$ cat config.mk
export PLATFORM = sky130hd
export DESIGN_NAME = lane_merge_packer
export DESIGN_NICKNAME = d
export VERILOG_FILES = /design/src/rtl/lane_merge_packer.sv
export SDC_FILE = /design/constraint.sdc
export NUM_CORES = 1
export LEC_CHECK = 0
export CAP_MARGIN = 30
export CORE_ASPECT_RATIO = 1.1
export CORE_MARGIN = 4
export CORE_UTILIZATION = 48
export CTS_BUF_LIST = sky130_fd_sc_hd__clkbuf_8
export CTS_CLUSTER_SIZE = 28
export DETAILED_ROUTE_END_ITERATION = 8
export PLACE_DENSITY = 0.78
export SLEW_MARGIN = 20
export SYNTH_ARGS = -nofsm -noshare
export SYNTH_HDL_FRONTEND = slang
export SYNTH_SLANG_ARGS = --single-unit
$ cat constraint.sdc
create_clock -name clk -period 1.7 [get_ports clk]
set_clock_uncertainty 0.1 [all_clocks]
set_input_delay 0.34 -clock clk [delete_from_list [all_inputs] [get_ports clk]]
set_output_delay 0.34 -clock clk [all_outputs]
set_load 0.05 [all_outputs]
$ cat src/rtl/lane_merge_packer.sv
// lane_merge_packer: handshaked little-endian lane packer with zero/sign extension of unfilled lanes
module lane_merge_packer #(
  parameter int LANE_W = 8,
  parameter int LANES = 4
) (
  input  logic clk,
  input  logic reset,
  input  logic in_valid,
  output logic in_ready,
  input  logic [LANE_W-1:0] in_data,
  input  logic in_last,
  input  logic sign_ext,
  output logic out_valid,
  input  logic out_ready,
  output logic [LANE_W*LANES-1:0] out_data,
  output logic [$clog2(LANES+1)-1:0] out_count
);
  localparam int OUT_W = LANE_W * LANES;
  localparam int CW = $clog2(LANES + 1);
  localparam int IW = LANES > 1 ? $clog2(LANES) : 1;
  typedef enum logic {EMPTY, FILL} state_t;
  state_t state, state_next;
  logic [IW-1:0] cnt;
  logic [OUT_W-1:0] acc, word;
  logic mode, mode_cur, accept, complete;
  assign in_ready = !out_valid || out_ready;
  assign accept = in_valid && in_ready;
  assign complete = accept && (in_last || cnt == IW'(LANES - 1));
  assign mode_cur = state == EMPTY ? sign_ext : mode;
  // Lanes below cnt come from the accumulator, lane cnt is the incoming lane, the rest are extension.
  always_comb begin
    state_next = state;
    word = '0;
    if (accept) state_next = complete ? EMPTY : FILL;
    for (int i = 0; i < LANES; i++)
      word[i*LANE_W +: LANE_W] = IW'(i) < cnt ? acc[i*LANE_W +: LANE_W] :
                                 IW'(i) == cnt ? in_data :
                                 {LANE_W{mode_cur && in_data[LANE_W-1]}};
  end
  always_ff @(posedge clk) begin
    if (reset) begin
      state <= EMPTY;
      cnt <= '0;
      acc <= '0;
      mode <= 1'b0;
      out_valid <= 1'b0;
      out_data <= '0;
      out_count <= '0;
    end else begin
      state <= state_next;
      if (accept) begin
        cnt <= complete ? '0 : cnt + IW'(1);
        acc <= complete ? '0 : word;
        if (state == EMPTY) mode <= sign_ext;
      end
      if (complete) begin
        out_valid <= 1'b1;
        out_data <= word;
        out_count <= CW'(cnt) + CW'(1);
      end else if (out_ready) begin
        out_valid <= 1'b0;
      end
    end
  end
endmodule

==> flow_summary.yaml, run 1 <==
synth:
  synth_top_area_share_pct: 48.7
  syn-instance-count: 252
  synthSimpleGateAreaFrac_pct: 14.0
  syn_area_sq_um: 2630
  synth_cell_types: 38
  yosysSeqAreaShare_pct: 48.7
  synth_xor_area_share_pct: 0
  synth_area_per_cell_sq_um: 10.4
  synth_adder_area_share_pct: 1.90
  synth-compound-area-share_pct: 26.7
  synth_top_area_cell: "dfxtp_1"
  synth_top_family_by_area: "compound AO/OA/AOI/OAI gates"
  ys_ff_latch: 64
  netlist_top_cells_area: "dfxtp_1 (49%), a22o_1 (10%), a221o_1 (4.9%), nand2_1 (4.1%), mux2i_1 (3.8%)"
  synth_nets: 270
  synthMuxAreaShare_pct: 4.23
  yosysWarnings: 0
global_route:
  top_usage_layer: "met2"
  met3_usage_pct: 5.99
  grt_pass1_vias: 2264
  grt_start_max_net_pins: 20
  use_met2_pct: 36.2
  grt_pass1_wl_microns: 11200
  antenna_found_initial: 0
  use_met1_pct: 26.0
  overflow: 0
  grtUsageTotal_pct: 21.6
placed_design:
  detailed_place_hpwl_microns: 4690
  gp_congestion: 0.838
  port-buffer-count: 50
  dp.cells: 398
  postPlaceCellArea_sq_um: 3550
worst_setup_path:
  worstPathRequired_ps: 1890
  crit_type: "flop to flop"
  cp-startpoint: "cnt[0]$_SDFFE_PP0P_"
  timing.rr.start: "cnt[0]$_SDFFE_PP0P_"
  endpoint: "out_data[15]$_SDFFE_PP0P_"
  path_cells: "ha_2, or2_4, a31oi_4, buf_4, buf_12, a22o_1"
  crit_path_end_kind: "flop"
  slowest_stage: "dfxtp_1"
  critPathMaxStageDelay_ps: 310
  arrival_ps: 1850
  setup.worst_path.start_class: "flop"
  worst-path-max-fanout: 10
  r2r_slack_ps: 40
  r2r_end: "out_data[15]$_SDFFE_PP0P_"
  worstRegToRegCells: 6
cts:
  clk_pin_slew_ps: 70
  cts.sink_count: 64
  cts_max_path_buffers: 2
  clock_latency_ps: 350
  cts_made_buffers: 9
  cts_tree: "built"
  htreeDepth: 3
  holdBufCountCts: 0
  clock_tree.root_cell: "clkbuf_8"
sta:
  tightest_slew_ps: 599
  relSlewSlack_pct: 59.9
  fin_crit_ps: 1660
  slew_viol_final: 0
  max_freq_mhz: 602
  finalHoldWorstSlack_ps: 356
  final_hold_viol_count: 0
  rsz0062_at_grt: "yes"
  fin_crit_sh_pct: 97.7
  setup_violations: 0
die:
  dieWidth_microns: 78.6
  die_area_sq_um: 6730
  start_util_pct: 49.1
  rows: 28
  ios: 51
  core_region_area_sq_um: 5360
  die_h_microns: 85.7
flow_run:
  cap_violations: 0
final_layout:
  stdcell_area_sq_um: 3880
  drive_gt1_share_pct: 36.9
  instances_no_fill: 419
  antennaDiodeCount: 0
  area_growth_pct: 47.5
  nNetsFinal: 358
  final_util_pct: 72.4
drt:
  vias_per_cell: 5.54
  dr.pass1.iters: 4
  post_drt_wl_per_cell_microns: 16.3
  num_vias: 2321
  drtAntennaViolNets: 0
  drt_iter0_drc: 162
  post-route-drc-count: 0
  wirelength_microns: 6840
power:
  vdd_drop_max_v: 0.000671
  p_per_area_nw_per_um2: 903
  p_leak_nw: 1.67
outcome:
  status: "complete, no violations"
worst_hold_path:
  hold_path.class: "flop to flop"
-- where the power goes --
group	internal [mW]	switching [mW]	total [mW]
registers	1.56	0.0397	1.60
clock network	0.695	0.572	1.27
logic	0.287	0.352	0.639
-- state kept, by name (all words and copies together), names as in the netlist --
name,flops
acc,24
cnt,2
mode,1
out_count,3
out_data,32
out_valid,1
state,1
-- metal layers --
layer  vias to the layer above  wire [microns]  part of all wire, %
met2                        77            3500                   51
met3                        14             418                  6.1
li1                       1121               -                    -
met1                      1109            2780                   41
met5                         -               0                    0
met4                         0             148                  2.2
-- synthesized netlist by cell type (all sizes together) --
master  count
nor3b       1
dfxtp      64
mux2i      10
buf        14
or4         2
clkbuf      5
nor2       16
inv         2
or2         1
nor2b       1
mux2        1
nand3       5
and3        1
and2        1
o21a        1
a22oi      10
a211oi      1
nor3        5
a21oi       7
a211o       1
o211ai      8
a31oi       1
nand2      30
nand4b      1
nand2b      3
o21ai      11
or3         1
a221o      13
and4        1
a22o       30
ha          4
-- placed cells by master, fill, tap and decap left out, drive strengths merged, types with 2 or more instances in the layout --
| cell | n |
|---|---|
| nor2 | 16 |
| a22oi | 10 |
| clkdlybuf4s50 | 13 |
| nor3 | 5 |
| nand2b | 3 |
| a22o | 30 |
| ha | 4 |
| o211ai | 8 |
| clkbuf | 10 |
| a31oi | 2 |
| o21ai | 11 |
| mux2i | 10 |
| dfxtp | 64 |
| nand2 | 30 |
| or4 | 2 |
| nand3 | 5 |
| inv | 4 |
| buf | 82 |
| a21oi | 7 |
| a221o | 13 |
-- worst max-delay path: cells and delay by family, from the launching register on --
family | cells | cell delay (ps)
simple gates | 1 | 300
flops | 1 | 310
fa+ha+maj | 1 | 190
buf+inv | 2 | 290
compound gates | 2 | 410
-- final cells by class --
cell class                      instances  area, sq um
Fill cell                             373         1480
Multi-Input combinational cell        168         1310
Sequential cell                        64         1280
Timing Repair Buffer                   95          997
Clock buffer                           10          138
Tap cell                               75         93.8
Clock inverter                          5         50.0
Inverter                                2         7.51
-- per-stage QoR --
stage	setup WS (ps)	setup TNS, ps	total power [mW]
global route	-2.11	-2.11	3.63
floorplan	0.929	0	1.97
CTS	1.41	0	3.50
finish	39.7	0	3.50
detailed placement	-477	-23310	2.23
global placement	-433	-21450	2.22
-- how the worst min path moves through the flow --
| stage | from | depth (start not counted) | slack, ps | end |
|---|---|---|---|---|
| global route | acc[23]$_SDFFE_PP0P_ | 2 | 380 | acc[23]$_SDFFE_PP0P_ |
| finish | out_data[0]$_SDFFE_PP0P_ | 2 | 360 | out_data[0]$_SDFFE_PP0P_ |
| detailed placement | out_data[0]$_SDFFE_PP0P_ | 2 | 340 | out_data[0]$_SDFFE_PP0P_ |
| floorplan | acc[23]$_SDFFE_PP0P_ | 2 | 340 | acc[23]$_SDFFE_PP0P_ |
| CTS | out_data[0]$_SDFFE_PP0P_ | 2 | 360 | out_data[0]$_SDFFE_PP0P_ |
| global placement | out_data[3]$_SDFFE_PP0P_ | 2 | 340 | out_data[3]$_SDFFE_PP0P_ |
-- cell families after synthesis --
family | after synthesis
fa+ha+maj | 4
mux | 11
buf+inv | 21
simple gates | 69
flops | 64
compound gates | 83
-- repair_timing --
| item | 4_1_cts | 5_1_grt |
|---|---|---|
| setup endpoints to repair | 46 | 51 |
| resized for setup | 8 | 15 |
| pin swaps | 1 | 5 |
| cloned | 1 | 0 |
| buffers inserted | 2 | 3 |
Power figures use the tool's default switching activity.
==> run 2: changes to the inputs <==
--- a/config.mk
+++ b/config.mk
@@ -10,6 +10,7 @@
 export CORE_MARGIN = 4
 export CORE_UTILIZATION = 48
 export CTS_BUF_LIST = sky130_fd_sc_hd__clkbuf_8
+export CTS_CLUSTER_DIAMETER = 30
 export CTS_CLUSTER_SIZE = 28
 export DETAILED_ROUTE_END_ITERATION = 8
 export PLACE_DENSITY = 0.78
==> results of run 2 <==
Same layout as run 1: the final DEF is identical, and so are final timing and power.
==> run 3: changes to the inputs <==
--- a/config.mk
+++ b/config.mk
@@ -13,6 +13,7 @@
 export CTS_CLUSTER_DIAMETER = 30
 export CTS_CLUSTER_SIZE = 28
 export DETAILED_ROUTE_END_ITERATION = 8
+export HOLD_SLACK_MARGIN = 0.02
 export PLACE_DENSITY = 0.78
 export SLEW_MARGIN = 20
 export SYNTH_ARGS = -nofsm -noshare
==> results of run 3 <==
Same layout as run 1: the final DEF is identical, and so are final timing and power.
